File: config.mk
export PLATFORM = sky130hd
export DESIGN_NAME = prog_loader_flat
export DESIGN_NICKNAME = d
export VERILOG_FILES = /design/src/rtl/prog_loader_if.sv /design/src/rtl/prog_loader.sv /design/src/flat_wrapper.sv
export SDC_FILE = /design/constraint.sdc
export NUM_CORES = 1
export LEC_CHECK = 0
export CAP_MARGIN = 5
export CELL_PAD_IN_SITES_DETAIL_PLACEMENT = 0
export CELL_PAD_IN_SITES_GLOBAL_PLACEMENT = 1
export CORE_MARGIN = 3
export CORE_UTILIZATION = 33
export CTS_CLUSTER_SIZE = 12
export DETAILED_ROUTE_END_ITERATION = 10
export GPL_TIMING_DRIVEN = 0
export HOLD_SLACK_MARGIN = 0.08
export PLACE_DENSITY = 0.69
export SYNTH_ARGS = -nofsm -noshare
export SYNTH_HDL_FRONTEND = slang
export SYNTH_SLANG_ARGS = --single-unit
File: constraint.sdc
create_clock -name clk -period 2.3 [get_ports clk]
set_input_delay 0.345 -clock clk [delete_from_list [all_inputs] [get_ports clk]]
set_output_delay 0.345 -clock clk [all_outputs]
set_load 0.03 [all_outputs]
File: src/rtl/prog_loader_if.sv
// Byte-stream handshake plus the Stage1 instruction-memory programming bus.
// The loader connects through master; the byte source / Stage1 side through slave.
interface prog_loader_if #(
    parameter int ADDR_WIDTH = 8,
    parameter int DATA_WIDTH = 32
);
    logic [7:0]            Byte_In;
    logic                  Byte_Valid;
    logic                  Byte_Ready;
    logic                  ProgMode;
    logic [ADDR_WIDTH-1:0] Addr_Prog;
    logic [DATA_WIDTH-1:0] Data_Prog;
    logic                  Pipeline_Enable;

    modport master (
        input  Byte_In, Byte_Valid,
        output Byte_Ready, ProgMode, Addr_Prog, Data_Prog, Pipeline_Enable
    );

    modport slave (
        output Byte_In, Byte_Valid,
        input  Byte_Ready, ProgMode, Addr_Prog, Data_Prog, Pipeline_Enable
    );
endinterface

File: src/rtl/prog_loader.sv
// Instruction-memory loader: assembles big-endian words from a byte stream and
// writes them to consecutive Stage1 addresses while the pipeline is held off.
module prog_loader #(
    parameter int ADDR_WIDTH = 8,
    parameter int DATA_WIDTH = 32
) (
    input  logic                  clk,
    input  logic                  reset,
    input  logic                  Start,
    input  logic [ADDR_WIDTH:0]   Word_Count,
    prog_loader_if.master         prog,
    output logic                  Busy,
    output logic                  Done
);

    typedef enum logic [1:0] {
        IDLE   = 2'd0,
        LOAD   = 2'd1,
        COMMIT = 2'd2,
        FINISH = 2'd3
    } state_t;

    localparam logic [ADDR_WIDTH:0] MAX_WORDS = {1'b1, {ADDR_WIDTH{1'b0}}};
    localparam logic [1:0]          LAST_BYTE = 2'(DATA_WIDTH / 8 - 1);

    function automatic logic [ADDR_WIDTH:0] sat_count(input logic [ADDR_WIDTH:0] n);
        if (n > MAX_WORDS)
            return MAX_WORDS;
        return n;
    endfunction

    state_t                 state_q, state_d;
    logic [ADDR_WIDTH:0]    count_q, count_d;
    logic [ADDR_WIDTH:0]    widx_q, widx_d, widx_inc;
    logic [1:0]             bidx_q, bidx_d;
    logic [DATA_WIDTH-9:0]  asm_q, asm_d;

    logic                   ready_d, mode_d, pe_d, busy_d, done_d;
    logic [ADDR_WIDTH-1:0]  addr_d;
    logic [DATA_WIDTH-1:0]  data_d;

    assign widx_inc = widx_q + (ADDR_WIDTH + 1)'(1);

    always_comb begin
        state_d = state_q;
        count_d = count_q;
        widx_d  = widx_q;
        bidx_d  = bidx_q;
        asm_d   = asm_q;
        ready_d = prog.Byte_Ready;
        mode_d  = prog.ProgMode;
        pe_d    = prog.Pipeline_Enable;
        addr_d  = prog.Addr_Prog;
        data_d  = prog.Data_Prog;
        busy_d  = Busy;
        done_d  = 1'b0;

        case (state_q)
            IDLE: begin
                if (Start) begin
                    busy_d = 1'b1;
                    if (Word_Count == '0) begin
                        state_d = FINISH;
                    end else begin
                        count_d = sat_count(Word_Count);
                        widx_d  = '0;
                        bidx_d  = '0;
                        addr_d  = '0;
                        data_d  = '0;
                        mode_d  = 1'b0;
                        pe_d    = 1'b0;
                        ready_d = 1'b1;
                        state_d = LOAD;
                    end
                end
            end
            LOAD: begin
                if (prog.Byte_Valid) begin
                    asm_d  = {asm_q[DATA_WIDTH-17:0], prog.Byte_In};
                    bidx_d = bidx_q + 2'd1;
                    // Address/data move only on a complete word; Stage1 rewrites the held pair otherwise.
                    if (bidx_q == LAST_BYTE) begin
                        data_d  = {asm_q, prog.Byte_In};
                        addr_d  = widx_q[ADDR_WIDTH-1:0];
                        ready_d = 1'b0;
                        state_d = COMMIT;
                    end
                end
            end
            COMMIT: begin
                widx_d = widx_inc;
                if (widx_inc == count_q) begin
                    state_d = FINISH;
                end else begin
                    ready_d = 1'b1;
                    state_d = LOAD;
                end
            end
            FINISH: begin
                mode_d  = 1'b1;
                pe_d    = 1'b1;
                busy_d  = 1'b0;
                done_d  = 1'b1;
                state_d = IDLE;
            end
            default: state_d = IDLE;
        endcase
    end

    always_ff @(posedge clk or posedge reset) begin
        if (reset) begin
            state_q              <= IDLE;
            count_q              <= '0;
            widx_q               <= '0;
            bidx_q               <= '0;
            prog.Byte_Ready      <= 1'b0;
            prog.ProgMode        <= 1'b1;
            prog.Pipeline_Enable <= 1'b1;
            prog.Addr_Prog       <= '0;
            prog.Data_Prog       <= '0;
            Busy                 <= 1'b0;
            Done                 <= 1'b0;
        end else begin
            state_q              <= state_d;
            count_q              <= count_d;
            widx_q               <= widx_d;
            bidx_q               <= bidx_d;
            prog.Byte_Ready      <= ready_d;
            prog.ProgMode        <= mode_d;
            prog.Pipeline_Enable <= pe_d;
            prog.Addr_Prog       <= addr_d;
            prog.Data_Prog       <= data_d;
            Busy                 <= busy_d;
            Done                 <= done_d;
        end
    end

    // Partial-word assembly is pure datapath; stale contents are always overwritten before use.
    always_ff @(posedge clk) begin
        asm_q <= asm_d;
    end

endmodule
File: src/flat_wrapper.sv
// flat-port wrapper written by rule: the top's interface ports become plain ports
module prog_loader_flat 
#(
    parameter int ADDR_WIDTH = 8,
    parameter int DATA_WIDTH = 32
)
  (clk, reset, Start, Word_Count, Busy, Done, prog_Byte_In, prog_Byte_Valid, prog_Byte_Ready, prog_ProgMode, prog_Addr_Prog, prog_Data_Prog, prog_Pipeline_Enable);
  prog_loader_if #(.ADDR_WIDTH(ADDR_WIDTH), .DATA_WIDTH(DATA_WIDTH)) prog_i ();
  input  logic clk;
  input  logic reset;
  input  logic Start;
  input  logic [ADDR_WIDTH:0] Word_Count;
  output logic Busy;
  output logic Done;
  input wire logic [$bits(prog_i.Byte_In)-1:0] prog_Byte_In;
  input wire logic [$bits(prog_i.Byte_Valid)-1:0] prog_Byte_Valid;
  output wire logic [$bits(prog_i.Byte_Ready)-1:0] prog_Byte_Ready;
  output wire logic [$bits(prog_i.ProgMode)-1:0] prog_ProgMode;
  output wire logic [$bits(prog_i.Addr_Prog)-1:0] prog_Addr_Prog;
  output wire logic [$bits(prog_i.Data_Prog)-1:0] prog_Data_Prog;
  output wire logic [$bits(prog_i.Pipeline_Enable)-1:0] prog_Pipeline_Enable;
  assign prog_i.Byte_In = prog_Byte_In;
  assign prog_i.Byte_Valid = prog_Byte_Valid;
  assign prog_Byte_Ready = prog_i.Byte_Ready;
  assign prog_ProgMode = prog_i.ProgMode;
  assign prog_Addr_Prog = prog_i.Addr_Prog;
  assign prog_Data_Prog = prog_i.Data_Prog;
  assign prog_Pipeline_Enable = prog_i.Pipeline_Enable;
  prog_loader #(.ADDR_WIDTH(ADDR_WIDTH), .DATA_WIDTH(DATA_WIDTH)) u_core (.clk(clk), .reset(reset), .Start(Start), .Word_Count(Word_Count), .prog(prog_i), .Busy(Busy), .Done(Done));
endmodule
==> results.ini <==
[power_and_ir_drop]
vdd_drop_max_v = 0.000437
leakage_nw = 2.19
power_density_nw_per_um2 = 1270

[worst_setup_path]
worstPathMaxFanout = 3
startpoint = u_core.prog.ProgMode$_DFFE_PP1P_
reg2reg_depth = 5
endpoint_kind = primary output
start_kind = flop
timing.rr.start = u_core.state_q[1]$_DFFE_PP0P_
crit_type = reg2out
cp.arrival_ns = 1.63
worstPathRequired_ns = 1.96

[logic_synthesis]
netlist_instances = 369
synth_warnings = 0
synth_mux_area_frac = 0.00985
synth_nets = 392
netlist_area_um2 = 4070
syn_area_per_cell_um2 = 11.0
ys_seq_area_frac = 0.584
synth_top_family_by_area = simple AND/OR/NAND/NOR gates
ys_top_cells_by_area = dfrtp_1 (40%), edfxtp_1 (18%), nand2_1 (9.2%)
synthSimpleGateAreaFrac = 0.166
synth_cell_types = 43
synth_compound_gate_area_share = 0.152
synthAdderAreaFrac = 0.00615
synth_top_area_frac = 0.400
synth_top_area_cell = dfrtp_1
synthXorXnorAreaFrac = 0.0292
synth_seq_cells = 90

[timing]
rsz0062_at_grt = false
slew_violations = 0
worstMarginPinSlew_ns = 0.828
min_period_ns = 1.97
fin_skew_ns = 0.00964
tns_ns = 0
hold_violations = 0
fin_ws_ns = 0.328
layout_worst_path_cycle_share = 0.857
timing.fmax_ghz = 0.507
relSlewSlack = 0.448
setup_viol = 0

[place]
numPortBuffers = 64
gp_congestion = 0.754
pre_cts_slack_ns = -0.391
hpwlAfterDp_um = 6050

[cells_and_area]
antenna_cells = 0
final_cell_mix = nand2_1 (100), dfrtp_1 (65), clkdlybuf4s50_1 (64)
fin_nets = 467
drive_above_1_share = 0.198
mostFrequentLayoutCell = nand2_1
syn2layout_area_growth_pct = 27.8

[clock_tree]
cts_buffers = 9
cts_tree = yes
cts-root-buf = clkbuf_16
cts_num_sinks = 90
clk_pin_slew_worst_paths_ns = 0.06
cts_hold_buf = 0
cts_max_path_buffers = 2
worst_skew_pair.late_latency_ns = 0.34
htreeDepth = 3

[die]
dieArea_um2 = 13700
core_um2 = 11700
io_pins = 66
die_w_um = 117
num_rows = 39
fp.dieH_um = 117
start_util = 0.347

[worst_hold_path]
holdPathStages = 2
min_from = Word_Count[8]
hold_path_class = in2reg

[detailed_routing]
num_vias = 2808
dr.pass1.iters = 4
wirelength_um = 8530
vias_per_cell = 4.74
ant_nets = 0
drc = 0
drtIter0Drc = 147
drt-wirelength-per-cell_um = 14.4

[global_route]
grt_pass1_wl_um = 14200
grt_max_degree = 67
track_usage = 0.134
grt_antenna_before_repair = 0
grt_pass1_vias = 2753
gr-total-overflow = 0

[job]
maxCapViolCount = 0

[status]
status = finished, final reports clean

## power breakdown
group | switching [mW] | internal (mW)
sequential | 0.305 | 2.16
clock | 0.618 | 0.878
combinational | 1.58 | 1.06
total | 2.50 | 4.10
## worst paths after layout
check	slack, ns	endpoint
min in group asynchronous	0.54	u_core.prog.Data_Prog[22]$_DFFE_PP0P_
hold reg to reg	0.45	u_core.asm_q[21]$_DFFE_PP_
setup / recovery	0.33	prog_ProgMode
setup reg to reg	0.33	u_core.asm_q[18]$_DFFE_PP_
hold / removal	0.30	u_core.count_q[8]$_DFFE_PP0P_
max in group asynchronous	1.22	u_core.widx_q[8]$_DFFE_PP0P_
## metrics by stage
step	hold slack [ns]	cell area (um2)	util	power [mW]	cells
after floorplan	0.426	4070	-	4.22	369
after global placement	0.433	4890	0.417	5.13	576
after detailed placement	0.434	4890	0.417	5.18	576
after CTS	0.298	5190	0.443	6.69	592
after global routing	0.311	5190	0.444	7.03	592
final	0.301	5190	0.444	6.60	592
## timing repair
item / 4_1_cts / 5_1_grt
cloned: 0 / 0
buffers inserted: 0 / 0
setup endpoints to repair: 24 / 24
gates resized for setup: 2 / 2
pin swaps: 0 / 0
## worst max-delay path: stages, from the launching register on
cell             delay, ns
dfstp_2               0.54
buf_4                 0.10
clkdlybuf4s50_1       0.65
## state kept, by name (all words and copies together), names as in the netlist
register and cells:
u_core.widx_q 9, u_core.bidx_q 2, u_core.count_q 9, u_core.state_q 2, u_core.Done 1, u_core.prog.Byte_Ready 1
u_core.Busy 1, u_core.prog.Data_Prog 32, u_core.asm_q 24, u_core.prog.Addr_Prog 8, u_core.prog.ProgMode 1
## synth_stat cells (all sizes together)
| master | instances |
|---|---|
| nand2 | 100 |
| dfrtp | 65 |
| o21ai | 65 |
| edfxtp | 24 |
| buf | 19 |
| nor2 | 15 |
| nand2b | 10 |
| nand3 | 7 |
| clkbuf | 6 |
| xor2 | 6 |
| and3 | 5 |
| inv | 5 |
| nor3 | 5 |
| a22o | 4 |
| mux2i | 4 |
| xnor2 | 4 |
| o31ai | 3 |
| a21o | 2 |
| and2 | 2 |
| ha | 2 |
| nor4 | 2 |
| o21bai | 2 |
| a21oi | 1 |
| a31oi | 1 |
| a41oi | 1 |
| dfstp | 1 |
| nand3b | 1 |
| nand4 | 1 |
| nor2b | 1 |
| nor3b | 1 |
| o22ai | 1 |
| o2bb2ai | 1 |
| o31a | 1 |
| xnor3 | 1 |
## layout make-up
type / instances / area (um2)
plain buffers: 25 / 199
repair buffers: 64 / 641
inverters: 5 / 21.3
clock inverters: 5 / 60.1
flip-flops and latches: 90 / 2370
fillers: 1135 / 6520
multi-input cells: 249 / 1480
well taps: 143 / 179
clock buffers: 11 / 243
## layer usage
| metal | GRT usage | share of wire | vias up | routed length (um) |
|---|---|---|---|---|
| met5 | 0 | 0 | - | 0 |
| met4 | 0.0642 | 0.022 | 0 | 189 |
| met3 | 0.0242 | 0.040 | 12 | 341 |
| met2 | 0.195 | 0.44 | 50 | 3790 |
| met1 | 0.195 | 0.49 | 1332 | 4210 |
| li1 | - | - | 1414 | - |
## cells by family (layout without fill, tap and decap cells)
| kind of cell | Yosys count | after routing |
|---|---|---|
| compound gates | 82 | 82 |
| buf+inv | 30 | 110 |
| simple gates | 150 | 150 |
| fa+ha+maj | 2 | 2 |
| flops | 90 | 90 |
| xor+xnor | 11 | 11 |
| mux | 4 | 4 |
(Power assumes the default switching activity.)
